$ cat config.mk
export PLATFORM = sky130hd
export DESIGN_NAME = uart_tx_scheduler
export DESIGN_NICKNAME = d
export VERILOG_FILES = /design/src/rtl/uart_tx_scheduler.sv
export SDC_FILE = /design/constraint.sdc
export NUM_CORES = 1
export LEC_CHECK = 0
export BUFFER_PORTS_ARGS = -buffer_cell sky130_fd_sc_hd__buf_2
export CORE_MARGIN = 2
export CORE_UTILIZATION = 58
export DETAILED_ROUTE_END_ITERATION = 6
export PLACE_DENSITY_LB_ADDON = 0.08
export SLEW_MARGIN = 20
export SYNTH_ARGS = -nofsm -noshare
export SYNTH_HDL_FRONTEND = slang
export SYNTH_SLANG_ARGS = --single-unit
$ cat constraint.sdc
create_clock -name CLK -period 4.2 [get_ports CLK]
set_input_delay 0.42 -clock CLK [delete_from_list [all_inputs] [get_ports CLK]]
set_output_delay 0.42 -clock CLK [all_outputs]
set_load 0.01 [all_outputs]
$ cat src/rtl/uart_tx_scheduler.sv
// Purpose : arbitrates ALU (2-byte) and register-file (1-byte) results onto a single UART transmitter.
// Latency : 2 cycles from a VLD pulse (idle FSM, empty slot) to the TX_D_VLD pulse; one byte in flight at a time.
// Backpr. : one pending slot per requester; a request to a full slot is dropped and flagged on sticky OVF.
module uart_tx_scheduler #(
    parameter int WAIT_LIMIT = 15
) (
    input  logic        CLK,
    input  logic        RST,
    input  logic        ALU_VLD,
    input  logic [15:0] ALU_OUT,
    input  logic        RF_VLD,
    input  logic [7:0]  RF_RD_DATA,
    input  logic        TX_BUSY,
    output logic [7:0]  TX_P_DATA,
    output logic        TX_D_VLD,
    output logic        SCHED_BUSY,
    output logic        OVF
);

    localparam int CW = (WAIT_LIMIT < 1) ? 1 : $clog2(WAIT_LIMIT + 1);

    typedef enum logic [1:0] {
        IDLE    = 2'd0,
        LOAD    = 2'd1,
        WAIT_HI = 2'd2,
        WAIT_LO = 2'd3
    } state_t;

    state_t          state;

    // pending slots
    logic [15:0]     alu_dat;
    logic            alu_full;
    logic [7:0]      rf_dat;
    logic            rf_full;

    // transfer context
    logic            serve_rf;   // slot currently being transmitted (1 = RF)
    logic            byte_hi;    // ALU high byte is the one in flight
    logic            pri_rf;     // tie-break pointer, 1 = RF wins the next tie
    logic [CW-1:0]   wait_cnt;

    logic            byte_done;
    logic            alu_free;
    logic            rf_free;
    logic            tie;
    logic            pick_rf;

    // Slot release happens on the edge that ends the last byte of that slot.
    always_comb begin
        byte_done = (state == WAIT_LO) && !TX_BUSY;
        alu_free  = byte_done && !serve_rf && byte_hi;
        rf_free   = byte_done && serve_rf;
        tie       = alu_full && rf_full;
        pick_rf   = rf_full && (!alu_full || pri_rf);
    end

    assign SCHED_BUSY = alu_full || rf_full || (state != IDLE);

    // Capture requests into empty (or just-freed) slots; drop and flag otherwise.
    always_ff @(posedge CLK or negedge RST) begin
        if (!RST) begin
            alu_dat  <= '0;
            alu_full <= 1'b0;
            rf_dat   <= '0;
            rf_full  <= 1'b0;
            OVF      <= 1'b0;
        end else begin
            if (ALU_VLD) begin
                if (!alu_full || alu_free) begin
                    alu_dat  <= ALU_OUT;
                    alu_full <= 1'b1;
                end
            end else if (alu_free) begin
                alu_full <= 1'b0;
            end

            if (RF_VLD) begin
                if (!rf_full || rf_free) begin
                    rf_dat  <= RF_RD_DATA;
                    rf_full <= 1'b1;
                end
            end else if (rf_free) begin
                rf_full <= 1'b0;
            end

            if ((ALU_VLD && alu_full && !alu_free) || (RF_VLD && rf_full && !rf_free)) begin
                OVF <= 1'b1;
            end
        end
    end

    // Transmit FSM: issue a byte, wait for BUSY to rise (re-issue on timeout), then for it to fall.
    always_ff @(posedge CLK or negedge RST) begin
        if (!RST) begin
            state     <= IDLE;
            TX_D_VLD  <= 1'b0;
            TX_P_DATA <= 8'h00;
            serve_rf  <= 1'b0;
            byte_hi   <= 1'b0;
            pri_rf    <= 1'b0;
            wait_cnt  <= '0;
        end else begin
            case (state)
                IDLE: begin
                    if (alu_full || rf_full) begin
                        state     <= LOAD;
                        TX_D_VLD  <= 1'b1;
                        serve_rf  <= pick_rf;
                        byte_hi   <= 1'b0;
                        TX_P_DATA <= pick_rf ? rf_dat : alu_dat[7:0];
                        // pointer only moves when both slots competed
                        if (tie) begin
                            pri_rf <= !pick_rf;
                        end
                    end
                end
                LOAD: begin
                    state    <= WAIT_HI;
                    TX_D_VLD <= 1'b0;
                    wait_cnt <= '0;
                end
                WAIT_HI: begin
                    if (TX_BUSY) begin
                        state <= WAIT_LO;
                    end else if (wait_cnt == CW'(WAIT_LIMIT)) begin
                        // transmitter never acknowledged: re-issue the same byte
                        state    <= LOAD;
                        TX_D_VLD <= 1'b1;
                    end else begin
                        wait_cnt <= wait_cnt + 1'b1;
                    end
                end
                WAIT_LO: begin
                    if (!TX_BUSY) begin
                        if (!serve_rf && !byte_hi) begin
                            state     <= LOAD;
                            TX_D_VLD  <= 1'b1;
                            byte_hi   <= 1'b1;
                            TX_P_DATA <= alu_dat[15:8];
                        end else begin
                            state <= IDLE;
                        end
                    end
                end
                default: begin
                    state    <= IDLE;
                    TX_D_VLD <= 1'b0;
                end
            endcase
        end
    end

endmodule
## Word-level counts from Yosys, hierarchy flattened

Cells that the tools add are included.

- Register bits: 45
- Input port bits: 29
- Output and inout bits: 11
- Word-level logic and storage cells: 95

- $add $sub $neg: 1
- Eq/ne operators: 13
- Muxes and demuxes: 28
- Reduce and logical (&&, ||, !) cells: 41

Operators with widths:

| kind | count |
|---|---|
| $mux 8 | 4 |
| $pmux 8 s2 | 1 |
| $mux 1 | 13 |
| $logic_and 1x1->1 | 11 |
| $ne 2x2->1 const B | 5 |
| $reduce_and 2->1 | 5 |
| $reduce_bool 2->1 | 5 |
| $reduce_and 3->1 | 3 |
| $logic_not 1->1 | 8 |
| $mux 2 | 4 |
| $mux 4 | 2 |
| $pmux 2 s4 | 1 |
| $pmux 4 s2 | 1 |
| $logic_or 1x1->1 | 6 |
| $ne 2x1->1 const B | 3 |
| $reduce_and 5->1 | 1 |
| $add 4x1->4 const B | 1 |
| $eq 2x2->1 const B | 2 |
| $eq 4x4->1 const B | 1 |
| $pmux 1 s4 | 1 |
| $reduce_and 4->1 | 1 |
| $ne 3x3->1 const B | 1 |
| $eq 2x1->1 const B | 1 |
| $logic_not 2->1 | 1 |
| $pmux 1 s2 | 1 |

## Logic depth before layout (Yosys ltp)

- Depth in word-level cells: 7
- Depth in mapped cells: 6
- Depth with buffers taken out: 5

## Worst setup path after synthesis

No wires, ideal clock.

- Kind: input to register
- Start point: input TX_BUSY
- End point: register alu_dat[10]
- Library setup time: 0.125 ns
- Arrival: 1.526 ns
- Data required time: 4.075 ns
- Setup slack: 2.548 ns
- Stages on the path: 6
- Cell sequence: nand4bb_1 > o21a_1 > nand2b_4 > buf_6 > buf_6 > mux2_4

- Cells in the longest elaborated chain, start to end: 6

RTL lines:

| element | RTL line | source |
|---|---|---|
| from (decl) | 13 | `input logic TX_BUSY,` |
| $logic_not 1->1 | n/a |  |
| $logic_and 1x1->1 | 51 | `byte_done = (state == WAIT_LO) && !TX_BUSY;` |
| $logic_and 1x1->1 (2 in series) | 52 | `alu_free = byte_done && !serve_rf && byte_hi;` |
| $logic_or 1x1->1 | 70 | `if (!alu_full \|\| alu_free) begin` |
| $reduce_and 2->1 (no line) | n/a |  |
| to (signal assigned) | 63 | `alu_dat <= '0;` |
| to (signal assigned) | 71 | `alu_dat <= ALU_OUT;` |
| to (decl) | 32 | `logic [15:0] alu_dat;` |

No other way between the ends.
A chain may end at the register's enable or synchronous reset.

## Worst setup path in the final report

- Start point: register state[1]
- End point: register rf_dat[5]

- Cells in the longest elaborated chain, start to end: 5

RTL lines:

| element | RTL line | source |
|---|---|---|
| from (decl) | 29 | `state_t state;` |
| from (signal assigned) | 96 | `state <= IDLE;` |
| from (signal assigned) | 107 | `state <= LOAD;` |
| from (signal assigned) | 119 | `state <= WAIT_HI;` |
| $eq 2x2->1 | 51 |  |
| $logic_and 1x1->1 | 51 |  |
| $logic_and 1x1->1 | 53 | `rf_free = byte_done && serve_rf;` |
| $logic_or 1x1->1 | 79 | `if (!rf_full \|\| rf_free) begin` |
| $reduce_and 2->1 (no line) | n/a |  |
| to (signal assigned) | 65 | `rf_dat <= '0;` |
| to (signal assigned) | 80 | `rf_dat <= RF_RD_DATA;` |
| to (decl) | 34 | `logic [7:0] rf_dat;` |

No other way between the ends.

==> metrics.csv <==
stage;metric;value;unit
sta;Final setup violation count;0;
clocking;H-tree Lvls;2;
worst_setup_path;FF-to-FF path depth;4;
worst_setup_path;CP cell instances;nand2_1, o21ai_0, and2_1, mux2_2;
cells_and_area;antenna diode count;0;
cells_and_area;FF+latch area;1130;um^2
routing;detailed-route wire length per cell;15.0;um
global_routing;largest net degree at the start of global routing;46;
yosys;Syn Area/Cell;11.9;um^2
cells_and_area;Final Core Density;70.1;%
cells_and_area;Fill cells;275;
worst_setup_path;Worst R2R Start;state[1];
cells_and_area;Layout area overhead;15.8;%
placed_design;Port Buf Inserts;39;
clocking;Sink Count;45;
routing;ANT nets after route;0;
floorplan;io pins;40;
clocking;TritonCTS Buffers;5;
worst_setup_path;CP max stage cell;dfrtp_1;
worst_setup_path;R2R Path End;rf_dat[5];
sta;FMAX;0.481;GHz
sta;RSZ-0062 raised after global routing;false;
worst_setup_path;Setup crit start kind;flip-flop;
routing;DR pass1 iterations;4;
clocking;CTS resizes;0;
worst_setup_path;max incr delay on CP;0.59;ns
yosys;synthesized net count;201;
yosys;library cells used by synthesis;33;
sta;fin crit period;2.08;ns
worst_setup_path;CP Max Fanout;15;
floorplan;# rows;21;
worst_hold_path;critical hold path startpoint;RF_VLD;
routing;Vias/cell;5.55;
worst_setup_path;worst path bufs/invs;0;
sta;Fin. Hold Viols;0;
placed_design;Post-DP HPWL;2760;um
cells_and_area;area of the multi-input gates;848;um^2
worst_setup_path;Setup crit end kind;flip-flop;
global_routing;total gr overflow;0;
clocking;worst skew pair latency;0.36;ns
power;Power Dens Cells;712;nW/um^2
yosys;sequential-to-total area share from yosys stat;55.3;%
worst_setup_path;Reg2Reg Setup Slack;2.12;ns
sta;fin crit share;49.5;%
worst_hold_path;Worst Hold Path Cells;2;
yosys;Ys Warns;0;
yosys;mapped cell area;2040;um^2
sta;total negative slack;0;ns
sta;max_slew headroom;50.9;%
worst_setup_path;Crit Path Class;flip-flop to flip-flop;
clocking;postcts setup bufs;0;
sta;clk_skew;0.00399;ns
global_routing;initial antenna violation count;0;
clocking;TritonCTS clock tree;yes;
worst_setup_path;arrival time worst endpoint;2.34;ns
floorplan;chip height;63.2;um
global_routing;first-pass GRT wire length;6700;um
yosys;#FFs+latches synth;45;
routing;initial DRC count;73;
flow_run;max cap viols;0;
worst_setup_path;Largest delay share family, worst path;simple AND/OR/NAND/NOR gates;
routing;vias after detailed routing;1431;
sta;Slew @ Worst Pin;0.734;ns
floorplan;die area;4000;um^2
global_routing;Total Routing Usage GR;22.1;%
clocking;clk slew on worst S/H paths;0.12;ns
floorplan;Chip Width;63.2;um
worst_hold_path;Hold Crit Class;primary input to flip-flop;
cells_and_area;layout cells sized above 1;34.4;%
floorplan;Initial Utilization;60.5;%
floorplan;Core ar.;3360;um^2
clocking;clock tree buffer depth;2;
yosys;Post-Syn Instances;171;
power;Peak VDD IR;0.000329;V
worst_setup_path;Crit path required time;4.46;ns
sta;Max Slew Vio Count;0;
routing;DR DRC count;0;
global_routing;vias in the first global route;1373;
clocking;Hold-fix buffers, CTS;0;
routing;Routed WL;3870;um
clocking;Root Driver;clkbuf_4;
placed_design;GPL Wtd Cong;0.881;
outcome;status;completed;
cells_and_area;# nets final;241;
power;Pleak;1.12;nW
worst_hold_path;hold endpoint;rf_full;
==> where the power goes <==
group	internal (mW)	switching [mW]
combinational	0.324	0.301
sequential	0.628	0.151
clock	0.142	0.132
==> per-stage QoR <==
stage                     power (mW)  instance area [um^2]  std cells  setup slack, ns  hold slack [ns]
after floorplan                 1.23                  2040        171             2.55            0.124
after CTS                       1.69                  2330        256             2.13            0.213
after global routing            1.82                  2360        258             1.92            0.244
after detailed placement        1.41                  2240        248             2.16            0.463
final                           1.68                  2360        258             2.12            0.276
after global placement          1.37                  2240        248             2.25            0.449
==> metal layers <==
layer	part of all wire (%)	track usage, %
met1	46	30.8
met2	45	31.8
met3	7.3	8.57
met4	1.5	7.88
met5	0	0
==> cell families (layout without fill, tap and decap cells) <==
| kind of cell | after synthesis | in the layout | share of synthesized area, % |
|---|---|---|---|
| buf+inv | 12 | 53 | 3.01 |
| mux | 25 | 25 | 15.6 |
| compound gates | 49 | 49 | 15.1 |
| fa+ha+maj | 1 | 1 | 0.615 |
| simple gates | 37 | 37 | 9.53 |
| xor+xnor | 2 | 2 | 0.861 |
| flops | 45 | 45 | 55.3 |
==> state kept, by name, indices dropped and copies added (netlist names) <==
signal,flops
alu_dat,16
TX_P_DATA,8
rf_dat,8
wait_cnt,4
state,2
OVF,1
TX_D_VLD,1
alu_full,1
byte_hi,1
pri_rf,1
rf_full,1
serve_rf,1
==> layout by cell type (no fill, tap or decap), types with 5 or more instances in the layout <==
master    netlist  final
nand2b_1        5      5
nor2_1          5      5
buf_2           1     39
a31oi_1         8      8
clkbuf_4        0      5
dfrtp_1        45     45
nand2_1        13     13
mux2_4         10     10
a21boi_0        8      8
o21ai_0        22     22
mux2_2         14     14
==> worst reg2reg max path, cell delays in order (launching register included) <==
cell	delay [ns]
dfrtp_1	0.59
nand2_1	0.27
o21ai_0	0.36
and2_1	0.38
mux2_2	0.38
==> worst max path at each step <==
| stage | from | end | slack [ns] | cells past startpoint |
|---|---|---|---|---|
| detailed placement | state[1] | rf_dat[5] | 2.16 | 4 |
| global placement | state[1] | rf_dat[2] | 2.25 | 4 |
| CTS | state[1] | rf_dat[1] | 2.13 | 4 |
| floorplan | TX_BUSY | alu_dat[10] | 2.55 | 6 |
| global route | state[1] | rf_dat[5] | 1.92 | 4 |
| finish | state[1] | rf_dat[5] | 2.12 | 4 |
==> layout make-up <==
type,instances,area share (%)
Clock buffer,7,2.34
Tap cell,46,2.44
Clock inverter,1,1.27
Inverter,4,0.637
Multi-Input combinational cell,114,36.0
Sequential cell,45,47.8
Timing Repair Buffer,41,9.55
==> synth_stat cells <==
cell type	instances	share of area, %
nor2b_1	2	0.61
nand4bb_1	1	0.55
and3_1	2	0.61
a221oi_1	1	0.43
dfrtp_1	45	55
xor2_1	2	0.86
mux2i_1	1	0.49
a21oi_1	3	0.74
and2_1	2	0.61
o32ai_1	1	0.43
nand4_1	1	0.31
o2bb2ai_1	1	0.43
nor2_1	5	0.92
mux2_2	14	7.7
o32a_1	1	0.49
nand2_1	13	2.4
buf_2	1	0.25
o21a_1	1	0.37
clkbuf_1	5	0.92
a221o_1	1	0.49
ha_1	1	0.61
o21ai_0	22	5.4
a32o_1	1	0.49
nand2b_4	1	0.68
nand2b_1	5	1.5
mux2_4	10	7.4
inv_1	4	0.74
o31ai_1	1	0.37
nand3_1	4	0.98
a21boi_0	8	3.0
buf_6	2	1.1
or2_2	1	0.31
a31oi_1	8	2.5
(Power assumes the default switching activity.)
